--- src/rtl/mult_seq_param.sv ---
// mult_seq_param
// Sequential shift-add multiplier with its control FSM in one block.
// Multiplies two WIDTH-bit operands into a 2*WIDTH-bit product, in either
// unsigned or two's-complement signed mode (chosen per operation). The core
// works on magnitudes and fixes up the sign at the end. The add-and-shift
// loop stops early once no set multiplier bits remain.
//
// Ports:
//   clk          system clock, rising edge
//   reset_n      synchronous active-low reset
//   start        operation request, accepted only while idle
//   signed_mode  1 = two's complement operands, 0 = unsigned (captured on accept)
//   operand_a    multiplicand (captured on accept)
//   operand_b    multiplier (captured on accept)
//   busy         high while an operation is in flight (LOAD, CALC, SIGN)
//   done         one-cycle completion pulse
//   product      registered result, held until the next result is written
module mult_seq_param #(
  parameter int WIDTH = 8
) (
  input  logic               clk,
  input  logic               reset_n,
  input  logic               start,
  input  logic               signed_mode,
  input  logic [WIDTH-1:0]   operand_a,
  input  logic [WIDTH-1:0]   operand_b,
  output logic               busy,
  output logic               done,
  output logic [2*WIDTH-1:0] product
);

  localparam int PW = 2 * WIDTH;
  localparam int CW = $clog2(WIDTH + 1);

  localparam logic [CW-1:0]    COUNT_INIT = CW'(WIDTH);
  localparam logic [CW-1:0]    COUNT_ONE  = CW'(1);
  localparam logic [WIDTH-1:0] ONE_W      = WIDTH'(1);
  localparam logic [PW-1:0]    ONE_P      = PW'(1);

  typedef enum logic [2:0] {
    IDLE,
    LOAD,
    CALC,
    SIGN,
    DONE_ST
  } state_t;

  state_t state;

  // Operands and mode as captured at the accept edge
  logic [WIDTH-1:0] a_reg;
  logic [WIDTH-1:0] b_reg;
  logic             mode_reg;

  // Datapath registers
  logic [PW-1:0]    shift_a;
  logic [WIDTH-1:0] shift_b;
  logic [PW-1:0]    acc;
  logic [CW-1:0]    count;
  logic             neg;

  // Magnitudes of the captured operands. The most negative value maps to
  // 2^(WIDTH-1), which still fits in WIDTH unsigned bits, so no extra bit.
  logic [WIDTH-1:0] mag_a;
  logic [WIDTH-1:0] mag_b;
  logic [WIDTH-1:0] b_after_shift;

  always_comb begin
    mag_a = a_reg;
    mag_b = b_reg;
    if (mode_reg && a_reg[WIDTH-1]) begin
      mag_a = ~a_reg + ONE_W;
    end
    if (mode_reg && b_reg[WIDTH-1]) begin
      mag_b = ~b_reg + ONE_W;
    end
    b_after_shift = shift_b >> 1;
  end

  // Control FSM and datapath. busy/done are registered alongside the state
  // so they carry no combinational path from the inputs.
  always_ff @(posedge clk) begin
    if (!reset_n) begin
      state    <= IDLE;
      busy     <= 1'b0;
      done     <= 1'b0;
      product  <= '0;
      a_reg    <= '0;
      b_reg    <= '0;
      mode_reg <= 1'b0;
      shift_a  <= '0;
      shift_b  <= '0;
      acc      <= '0;
      count    <= '0;
      neg      <= 1'b0;
    end else begin
      case (state)
        IDLE: begin
          if (start) begin
            a_reg    <= operand_a;
            b_reg    <= operand_b;
            mode_reg <= signed_mode;
            busy     <= 1'b1;
            state    <= LOAD;
          end
        end

        LOAD: begin
          shift_a <= {{WIDTH{1'b0}}, mag_a};
          shift_b <= mag_b;
          acc     <= '0;
          count   <= COUNT_INIT;
          neg     <= mode_reg & (a_reg[WIDTH-1] ^ b_reg[WIDTH-1]);
          state   <= CALC;
        end

        CALC: begin
          if (shift_b[0]) begin
            acc <= acc + shift_a;
          end
          shift_a <= shift_a << 1;
          shift_b <= b_after_shift;
          count   <= count - COUNT_ONE;
          // Leave as soon as no set multiplier bits remain after this step
          if ((count == COUNT_ONE) || (b_after_shift == '0)) begin
            state <= SIGN;
          end
        end

        SIGN: begin
          product <= neg ? (~acc + ONE_P) : acc;
          busy    <= 1'b0;
          done    <= 1'b1;
          state   <= DONE_ST;
        end

        DONE_ST: begin
          done  <= 1'b0;
          state <= IDLE;
        end

        default: begin
          busy  <= 1'b0;
          done  <= 1'b0;
          state <= IDLE;
        end
      endcase
    end
  end

endmodule

--- config.mk ---
export PLATFORM = sky130hd
export DESIGN_NAME = mult_seq_param
export DESIGN_NICKNAME = d
export VERILOG_FILES = /design/src/rtl/mult_seq_param.sv
export SDC_FILE = /design/constraint.sdc
export NUM_CORES = 1
export LEC_CHECK = 0
export ABC_AREA = 1
export BUFFER_PORTS_ARGS = -buffer_cell sky130_fd_sc_hd__buf_2
export CAP_MARGIN = 10
export CORE_MARGIN = 3
export CORE_UTILIZATION = 50
export CTS_CLUSTER_DIAMETER = 120
export DETAILED_ROUTE_END_ITERATION = 7
export PLACE_DENSITY = 0.8
export SLEW_MARGIN = 20
export SYNTH_ARGS = -nofsm -noshare
export SYNTH_HDL_FRONTEND = slang
export SYNTH_SLANG_ARGS = --single-unit
--- constraint.sdc ---
create_clock -name clk -period 2.8 [get_ports clk]
set_input_delay 0.14 -clock clk [delete_from_list [all_inputs] [get_ports clk]]
set_output_delay 0.14 -clock clk [all_outputs]
set_load 0.02 [all_outputs]
# After elaboration in Yosys (flattened, before gate mapping)
# Cells that the tools add are included.
classes:
  muxes: 14
  n_reduce_logical: 12
  bitwise_logic: 6
  addsub: 5
  eq_ne: 8
op_table:
  columns: ["operator", "n"]
  rows:
  - ["one-hot mux 16 bit (2 select lines)", 2]
  - ["2-to-1 mux 16 bit", 2]
  - ["adder 16 x 1 -> 16 bit (second input constant)", 1]
  - ["adder 16 bit", 1]
  - ["adder 8 x 1 -> 8 bit (second input constant)", 2]
  - ["2-to-1 mux 8 bit", 2]
  - ["NOT 16 bit", 1]
  - ["NOT 8 bit", 2]
  - ["one-hot mux 8 bit (2 select lines)", 1]
  - ["one-hot mux 3 bit (4 select lines)", 1]
  - ["zero test 8 bit", 1]
  - ["one-hot mux 4 bit (2 select lines)", 1]
  - ["AND reduction 2 bit", 4]
  - ["== test 3 x 2 -> 1 bit (second input constant)", 2]
  - ["2-to-1 mux 3 bit", 2]
  - ["!= test 2 bit (second input constant)", 3]
  - ["OR reduction 3 bit", 2]
  - ["== test 4 x 1 -> 1 bit (second input constant)", 1]
  - ["one-hot mux 1 bit (2 select lines)", 2]
  - ["subtractor 4 x 1 -> 4 bit (second input constant)", 1]
  - ["== test 3 x 1 -> 1 bit (second input constant)", 1]
  - ["== test 3 bit (second input constant)", 1]
  - ["zero test 3 bit", 1]
  - ["logical AND 1 bit", 2]
  - ["6 further kinds", 6]
totals:
  reg_bits: 83
  out_inout_bits: 18
  word_cells: 57
  inputBits: 20

# Depth between registers and ports, before layout
# Gate-level depths: netlist (run 1).
logic_depth:
  word_depth: 4
  mapped_depth: 12
  depth_no_buf: 12

# Worst setup path before layout (run 1)
# No wires, ideal clock.
synth_timing:
  path_kind: "reg2reg"
  start: "register acc[0]"
  end: "register acc[8]"
  setup_ns: 0.141
  path_slack_ns: 1.010
  path_stages_with_launch: 11
  required_ns: 2.659
  path_buffers: 0
  arrival_time_ns: 1.649
  period_less_slack_ns: 1.790
  cell_sequence: "dfxtp_1 ha_1 inv_1 fa_1 inv_1 nand3_1 nand3_1 a21oi_1 or2_2 nand3_1 a21oi_2"
synth_via:
  elab_chain_len: 3
synth_lines:
  columns: ["item", "line_no", "source"]
  rows:
  - ["from (decl)", "58", "logic [PW-1:0] acc;"]
  - ["from (signal assigned)", "119", "acc <= acc + shift_a;"]
  - ["adder 16 bit", "119", null]
  - ["2-to-1 mux 16 bit", "118", "if (shift_b[0]) begin"]
  - ["one-hot mux 16 bit (2 select lines)", "97", "case (state)"]
# No other way between the ends. The select of a mux whose other input is x is not followed.
# A chain may end at the register's enable or synchronous reset.

# Worst setup path in the final report (run 1)
# Ends and elaborated chain as after synthesis.

==> impl_metrics.env, run 1 <==
export IMPL_worstPathMaxFanout=4
export IMPL_sw_frac_of_total_pct=32.6
export IMPL_antenna_found_initial=0
export IMPL_area_growth_synth_to_final_pct=8.61
export IMPL_crit_path_frequent_cell="sky130_fd_sc_hd__nand3_1"
export IMPL_cts_resized=0
export IMPL_timing_worst_setup_path_type="flip-flop to flip-flop"
export IMPL_buffer_ports_inserted=37
export IMPL_irDropWorstVdd_mv=0.219
export IMPL_cts_htree_levels=3
export IMPL_outcome="complete, no violations"
export IMPL_wire_per_inst_um=12.6
export IMPL_maxSlewViolCount=0
export IMPL_synth_unique_cells=39
export IMPL_gr_usage_all_layers_pct=20.3
export IMPL_syn_cell_area_sq_um=4790
export IMPL_cap_violations=0
export IMPL_synth_sequential_area_ratio_pct=34.7
export IMPL_cts_root_buf="sky130_fd_sc_hd__clkbuf_8"
export IMPL_number_of_i_o_pins=38
export IMPL_first_global_vias=4068
export IMPL_dp_final_hpwl_um=7670
export IMPL_max_slew_worst_pin_slew_ns=0.921
export IMPL_synth_ff_latch_count=83
export IMPL_drt_iter0_drc=248
export IMPL_clock_sinks=83
export IMPL_min_delay_path_class="input port to flip-flop"
export IMPL_global_route_wire_length_before_repair_um=18400
export IMPL_critPathCaptureType="flip-flop"
export IMPL_cts_path_max_buffers=2
export IMPL_report_final_setup_viol=0
export IMPL_rsz0062_at_grt="no"
export IMPL_globalplace_congestion=0.884
export IMPL_post_synth_cell_area_avg_sq_um=6.90
export IMPL_overall_routed_net_length_um=10800
export IMPL_cpLargestDelayFamily="simple AND/OR/NAND/NOR gates"
export IMPL_power_per_cell_area_nw_per_um2=534
export IMPL_critical_path_slowest_cell="sky130_fd_sc_hd__dfxtp_1"
export IMPL_via_count=4495
export IMPL_finalHoldViolCount=0
export IMPL_p_comb_share_pct=20.0
export IMPL_finalNetCount=763
export IMPL_synth_top_flop_cell="sky130_fd_sc_hd__dfxtp_1"
export IMPL_syn_inst=695
export IMPL_floorplan_core_area_sq_um=9280
export IMPL_final_min_clock_period_ns=1.95
export IMPL_crit_path_cell_trace="ha_1, inv_1, fa_1, inv_1, nand3_1, nand3_1, a21oi_1, or2_2, nand3_1, a21oi_2"
export IMPL_maximum_number_of_pins_on_one_net_before_global_route_repair=47
export IMPL_number_of_synthesized_flops_with_an_enable_pin=0
export IMPL_timing_critical_path_slowest_cell_delay_ns=0.41
export IMPL_detail_route_antenna_nets=0
export IMPL_clock_skew_ns=0.0101
export IMPL_synth_async_reset_ratio_pct=0
export IMPL_chipHeight_um=104
export IMPL_final_min_period_over_clock_period_pct=69.7
export IMPL_tns_ns=0
export IMPL_leakagePower_uw=0.00240
export IMPL_yosys_warnings=0
export IMPL_grt_overflow_total=0
export IMPL_power_internal_uw=1870
export IMPL_synthesis_nets=736
export IMPL_die_area_sq_um=10800
export IMPL_clk_pin_slew_ns=0.09
export IMPL_clock_fmax_mhz=513
export IMPL_drt_pass1_iterations=5
export IMPL_cp_num_buf_inv=2
export IMPL_floorplan_rows=35
export IMPL_biggestRegsByFlops="acc x16, product x16, shift_a x16"
export IMPL_clock_insertion_delay_worst_skew_ns=0.37
export IMPL_power_clock_fraction_pct=32.0
export IMPL_cp_required_ns=3.03
export IMPL_width_of_the_die_um=104
export IMPL_setup_worst_path_start_class="flip-flop"
export IMPL_power_sequential_fraction_pct=48.0
export IMPL_final_hold_worst_slack_ns=0.0442
export IMPL_cts_hold_buffers_added=0
export IMPL_drive_above_1_share_pct=14.0
export IMPL_psw_uw=906
export IMPL_initial_utilization_pct=51.6
export IMPL_critical_path_arrival_ns=2.18
export IMPL_tritoncts_buffers=9
export IMPL_diodes=0
export IMPL_post_cts_buffers=0
export IMPL_viasPerCell=5.25
export IMPL_fin_util_pct=56.1
export IMPL_cts_tree="built"
export IMPL_maxSlewHeadroom_pct=38.4
export IMPL_detail_route_drc_violations=0
-- per-stage QoR --
step	setup slack [ns]	instances	total power [uW]	instance area, sq um
2_1_floorplan	1.01	695	1810	4790
3_3_place_gp	0.942	840	1890	5000
3_5_place_dp	0.872	840	1910	5000
4_1_cts	0.858	856	2780	5210
5_1_grt	0.674	856	2920	5210
6_report	0.849	856	2780	5210
-- cell families after synthesis --
kind of cell | count (synthesis) | synth area share [%]
AO/OA/AOI/OAI | 143 | 16.5
XOR/XNOR | 13 | 2.38
adder cells (fa/ha/maj) | 21 | 5.64
buffers and inverters | 123 | 11.3
flip-flops | 83 | 34.7
AND/OR/NAND/NOR | 312 | 29.5
-- cell type report --
class                      instances  area [sq um]
fill                             902          4080
multi-input combinational        489          2590
sequential                        83          1660
inverter                         101           399
timing repair buffer              38           193
tap                              129           161
clock buffer                      10           138
clock inverter                     6          63.8
-- placed cells by master (no fill, tap or decap), types with 5 or more instances in the layout --
cell type and count:
sky130_fd_sc_hd__inv_2 5, sky130_fd_sc_hd__nand2_2 16, sky130_fd_sc_hd__a21oi_2 9, sky130_fd_sc_hd__nor3_1 10
sky130_fd_sc_hd__xor2_1 11, sky130_fd_sc_hd__nand3_1 55, sky130_fd_sc_hd__o22ai_1 6, sky130_fd_sc_hd__or2_2 6
sky130_fd_sc_hd__a31oi_1 12, sky130_fd_sc_hd__ha_1 20, sky130_fd_sc_hd__a21oi_1 63, sky130_fd_sc_hd__clkbuf_8 10
sky130_fd_sc_hd__dfxtp_1 83, sky130_fd_sc_hd__o21ai_0 46, sky130_fd_sc_hd__buf_2 37, sky130_fd_sc_hd__nand2_1 170
sky130_fd_sc_hd__inv_1 93, sky130_fd_sc_hd__nor2_1 41
-- tightest hold or removal path, delay by kind of cell --
family	cells	cell delay (ns)
compound gates	2	0.17
buf+inv	1	0.07
-- cells in the mapped netlist (all sizes together) (2+ instances only) --
library cell	n	share of area, %
xor2	11	2.0
nand2	190	17
clkbuf	10	0.78
a21oi	72	8.2
nand3	56	6.1
xnor2	2	0.37
inv	101	8.3
or2	6	0.78
a31oi	12	1.6
o21ai	47	5.0
buf	12	2.2
dfxtp	83	35
ha	20	5.2
nor4	2	0.26
nand4	2	0.26
o22ai	6	0.78
a211oi	2	0.31
nand3b	2	0.31
o211ai	2	0.31
nor2	42	3.6
nor3	12	1.6
-- power by group through the flow --
stage	clock network [uW]	logic [uW]	registers (uW)
finish	890	556	1330
global placement	0	534	1350
floorplan	0	452	1360
global route	951	628	1340
detailed placement	0	549	1360
CTS	892	556	1330
-- per-layer routing --
metal / vias up / track usage (%) / wire [um]
li1: 2308 / - / -
met1: 2061 / 27.1 / 5130
met2: 107 / 32.8 / 5020
met3: 19 / 3.23 / 429
met4: 0 / 8.17 / 221
met5: - / 0 / 0
-- final timing paths --
check / from / end / slack (ns) / depth (start not counted)
max reg2reg: acc[0]$_SDFFE_PN0P_ / acc[8]$_SDFFE_PN0P_ / 0.85 / 10
max: acc[0]$_SDFFE_PN0P_ / acc[8]$_SDFFE_PN0P_ / 0.85 / 10
min reg2reg: shift_b[7]$_SDFFE_PN0N_ / shift_b[7]$_SDFFE_PN0N_ / 0.47 / 2
min: operand_b[1] / b_reg[1]$_SDFFE_PN0P_ / 0.04 / 3
Power figures use the tool's default switching activity.
==> run 2: changes to the inputs <==
--- a/config.mk
+++ b/config.mk
@@ -5,14 +5,14 @@
 export SDC_FILE = /design/constraint.sdc
 export NUM_CORES = 1
 export LEC_CHECK = 0
-export ABC_AREA = 1
+export ABC_AREA = 0
 export BUFFER_PORTS_ARGS = -buffer_cell sky130_fd_sc_hd__buf_2
 export CAP_MARGIN = 10
 export CORE_MARGIN = 3
 export CORE_UTILIZATION = 50
 export CTS_CLUSTER_DIAMETER = 120
 export DETAILED_ROUTE_END_ITERATION = 7
-export PLACE_DENSITY = 0.8
+export PLACE_DENSITY = 0.83
 export SLEW_MARGIN = 20
 export SYNTH_ARGS = -nofsm -noshare
 export SYNTH_HDL_FRONTEND = slang
==> constraint.sdc (replaced) <==
create_clock -name clk -period 1.7 [get_ports clk]
set_input_delay 0.085 -clock clk [delete_from_list [all_inputs] [get_ports clk]]
set_output_delay 0.085 -clock clk [all_outputs]
set_load 0.02 [all_outputs]
==> impl_metrics.env, run 2 <==
export IMPL_synth_sequential_area_ratio_pct=38.5
export IMPL_number_of_i_o_pins=38
export IMPL_chipHeight_um=98.9
export IMPL_setup_worst_path_start_class="flip-flop"
export IMPL_die_area_sq_um=9780
export IMPL_clock_fmax_mhz=470
export IMPL_antenna_found_initial=0
export IMPL_global_route_wire_length_before_repair_um=19700
export IMPL_syn_cell_area_sq_um=4320
export IMPL_final_min_period_over_clock_period_pct=125
export IMPL_maximum_number_of_pins_on_one_net_before_global_route_repair=32
export IMPL_fin_ws_ns=-0.427
export IMPL_min_path_cells=3
export IMPL_cts_tree="built"
export IMPL_cp_required_ns=1.97
export IMPL_synthesis_nets=572
export IMPL_diodes=0
export IMPL_maxSlewViolCount=0
export IMPL_most_frequent_standard_cell_in_the_layout_excluding_fill_and_tap_cells="sky130_fd_sc_hd__buf_4"
export IMPL_synth_area_leaders="sky130_fd_sc_hd__dfxtp_1, sky130_fd_sc_hd__a21oi_1, sky130_fd_sc_hd__nand2_1, sky130_fd_sc_hd__ha_1, sky130_fd_sc_hd__xor2_1"
export IMPL_tritoncts_buffers=9
export IMPL_number_of_synthesized_flops_with_an_enable_pin=0
export IMPL_yosys_warnings=0
export IMPL_critPathCaptureType="flip-flop"
export IMPL_placed_cells=733
export IMPL_report_final_setup_viol=19
export IMPL_wire_per_inst_um=15.6
export IMPL_biggestRegsByFlops="acc x16, product x16, shift_a x16"
export IMPL_cts_root_buf="sky130_fd_sc_hd__clkbuf_8"
export IMPL_via_count=4441
export IMPL_largest_area_contributor_in_the_synthesized_netlist="sky130_fd_sc_hd__dfxtp_1"
export IMPL_final_min_clock_period_ns=2.13
export IMPL_cts_htree_levels=3
export IMPL_viasPerCell=5.72
export IMPL_clock_sinks=83
export IMPL_yosysMostFrequentCell="sky130_fd_sc_hd__dfxtp_1"
export IMPL_floorplan_rows=33
export IMPL_clock_insertion_delay_worst_skew_ns=0.37
export IMPL_floorplan_core_area_sq_um=8300
export IMPL_post_synth_cell_area_avg_sq_um=8.13
export IMPL_rsz0062_at_grt="yes"
export IMPL_initial_utilization_pct=52.0
export IMPL_first_global_vias=4221
export IMPL_globalplace_congestion=0.978
export IMPL_power_per_cell_area_nw_per_um2=682
export IMPL_width_of_the_die_um=98.9
export IMPL_clk_pin_slew_ns=0.10
export IMPL_synth_ff_latch_count=83
export IMPL_synth_unique_cells=56
export IMPL_detail_route_drc_violations=0
export IMPL_rr_worst_depth=11
export IMPL_violations_in_the_final_reports="negative setup slack"
export IMPL_irDropWorstVdd_mv=0.467
export IMPL_maxSlewHeadroom_pct=66.9
export IMPL_gr_usage_all_layers_pct=24.7
export IMPL_outcome="complete, but fails checks"
export IMPL_drt_iter0_drc=244
export IMPL_buffer_ports_inserted=37
export IMPL_drive_above_1_share_pct=35.2
export IMPL_drt_pass1_iterations=5
export IMPL_finalHoldViolCount=0
export IMPL_syn_inst=531
export IMPL_layout_cells_most_common_list="sky130_fd_sc_hd__buf_4, sky130_fd_sc_hd__nand2_1, sky130_fd_sc_hd__dfxtp_1"
export IMPL_timing_worst_setup_path_type="flip-flop to flip-flop"
export IMPL_area_growth_synth_to_final_pct=41.4
export IMPL_synthDominantCellAreaShare_pct=38.5
export IMPL_min_delay_path_class="input port to flip-flop"
export IMPL_clock_skew_ns=0.0165
export IMPL_synth_async_reset_ratio_pct=0
export IMPL_leakagePower_uw=0.00246
export IMPL_worstPathMaxFanout=3
export IMPL_finish_instance_area_sq_um=6100
export IMPL_leading_cell_types_by_count_after_synthesis="sky130_fd_sc_hd__dfxtp_1, sky130_fd_sc_hd__nand2_1, sky130_fd_sc_hd__nor2_1"
export IMPL_finalNetCount=707
export IMPL_fin_total_pwr_uw=4160
export IMPL_post_dp_cell_area_sq_um=5300
export IMPL_grt_overflow_total=0
export IMPL_max_slew_worst_pin_slew_ns=0.495
export IMPL_dp_final_hpwl_um=8380
export IMPL_critical_path_arrival_ns=2.40
export IMPL_fin_util_pct=73.5
export IMPL_cap_violations=0
export IMPL_overall_routed_net_length_um=12100
export IMPL_detail_route_antenna_nets=0
export IMPL_detailedPlace_worstSlack_ns=-0.487
export IMPL_layoutNonFillerInstCount=776
export IMPL_cts_path_max_buffers=2
export IMPL_synth_top_flop_cell="sky130_fd_sc_hd__dfxtp_1"
run 2: cell types whose count changed after synthesis, moves of 16 or more:
cell and delta:
sky130_fd_sc_hd__o21ai_0 -20, sky130_fd_sc_hd__nor2_1 +19, sky130_fd_sc_hd__nand3_1 -42, sky130_fd_sc_hd__nand2_1 -101
sky130_fd_sc_hd__a22oi_1 +19, sky130_fd_sc_hd__inv_1 -76, sky130_fd_sc_hd__xor2_1 +16, sky130_fd_sc_hd__nand2_2 -16
run 2: final cells by class:
cell class	instances	area, sq um
Clock inverter	6	70.1
Sequential cell	83	1690
Clock buffer	10	138
Inverter	17	63.8
Tap cell	105	131
Timing Repair Buffer	152	1150
Fill cell	553	2200
Multi-Input combinational cell	403	2860
run 2: path summary, 6_finish.rpt:
kind	startpoint	to	slack, ns
min	start	state[0]$_SDFFE_PN0P_	0.03
min reg2reg	neg$_SDFFE_PN0P_	neg$_SDFFE_PN0P_	0.46
max	shift_a[0]$_SDFFE_PN0N_	acc[10]$_SDFFE_PN0P_	-0.43
max reg2reg	shift_a[0]$_SDFFE_PN0N_	acc[10]$_SDFFE_PN0P_	-0.43
run 2: routing by layer:
layer | up-vias | part of all wire (%) | global-route usage [%]
met5 | - | 0 | 0
met3 | 30 | 5.4 | 4.88
met1 | 2094 | 43 | 30.7
met4 | 0 | 2.3 | 10.2
li1 | 2164 | - | -
met2 | 153 | 49 | 41.7
run 2: timing repair:
action / CTS / global route
buffers inserted: 9 / 2
resized for setup: 56 / 20
hold buffers: 17 / 0
cloned: 0 / 0
endpoints found under the hold margin: 17 / 0
endpoints found under the setup margin: 20 / 29
pin swaps: 46 / 13
run 2: kinds of logic after synthesis:
group,Yosys count,share of synthesized area (%)
AOI/OAI and AO/OA,163,24.5
xor gates and xnor gates,34,6.90
buffers and inverters,45,4.09
adders and majority gates,21,6.26
muxes,1,0.232
and+or+nand+nor,184,19.5
DFF,83,38.5
run 2: power by group:
group          switching (uW)  internal (uW)  leakage [uW]  total [uW]
Clock                     768            735      0.000108        1500
Combinational             330            240       0.00167         570
Sequential               72.6           2020      0.000685        2090
run 2: metrics by stage:
stage / hold WS, ns / setup TNS [ns]
2_1_floorplan: 0.207 / -1.52
6_report: 0.0295 / -4.43
3_5_place_dp: 0.332 / -4.48
3_3_place_gp: 0.324 / -3.57
4_1_cts: 0.0282 / -3.57
5_1_grt: 0.0467 / -6.45
run 2: worst max-delay path, cell delays in order, from the launching register on:
cell and delay [ns]:
sky130_fd_sc_hd__dfxtp_2 0.36, sky130_fd_sc_hd__ha_4 0.14, sky130_fd_sc_hd__inv_2 0.03, sky130_fd_sc_hd__fa_2 0.34
sky130_fd_sc_hd__nor2b_1 0.15, sky130_fd_sc_hd__o211ai_1 0.14, sky130_fd_sc_hd__a21oi_2 0.17, sky130_fd_sc_hd__buf_4 0.15
sky130_fd_sc_hd__o21bai_1 0.06, sky130_fd_sc_hd__a21boi_1 0.20, sky130_fd_sc_hd__nor3_1 0.07, sky130_fd_sc_hd__o31ai_1 0.23
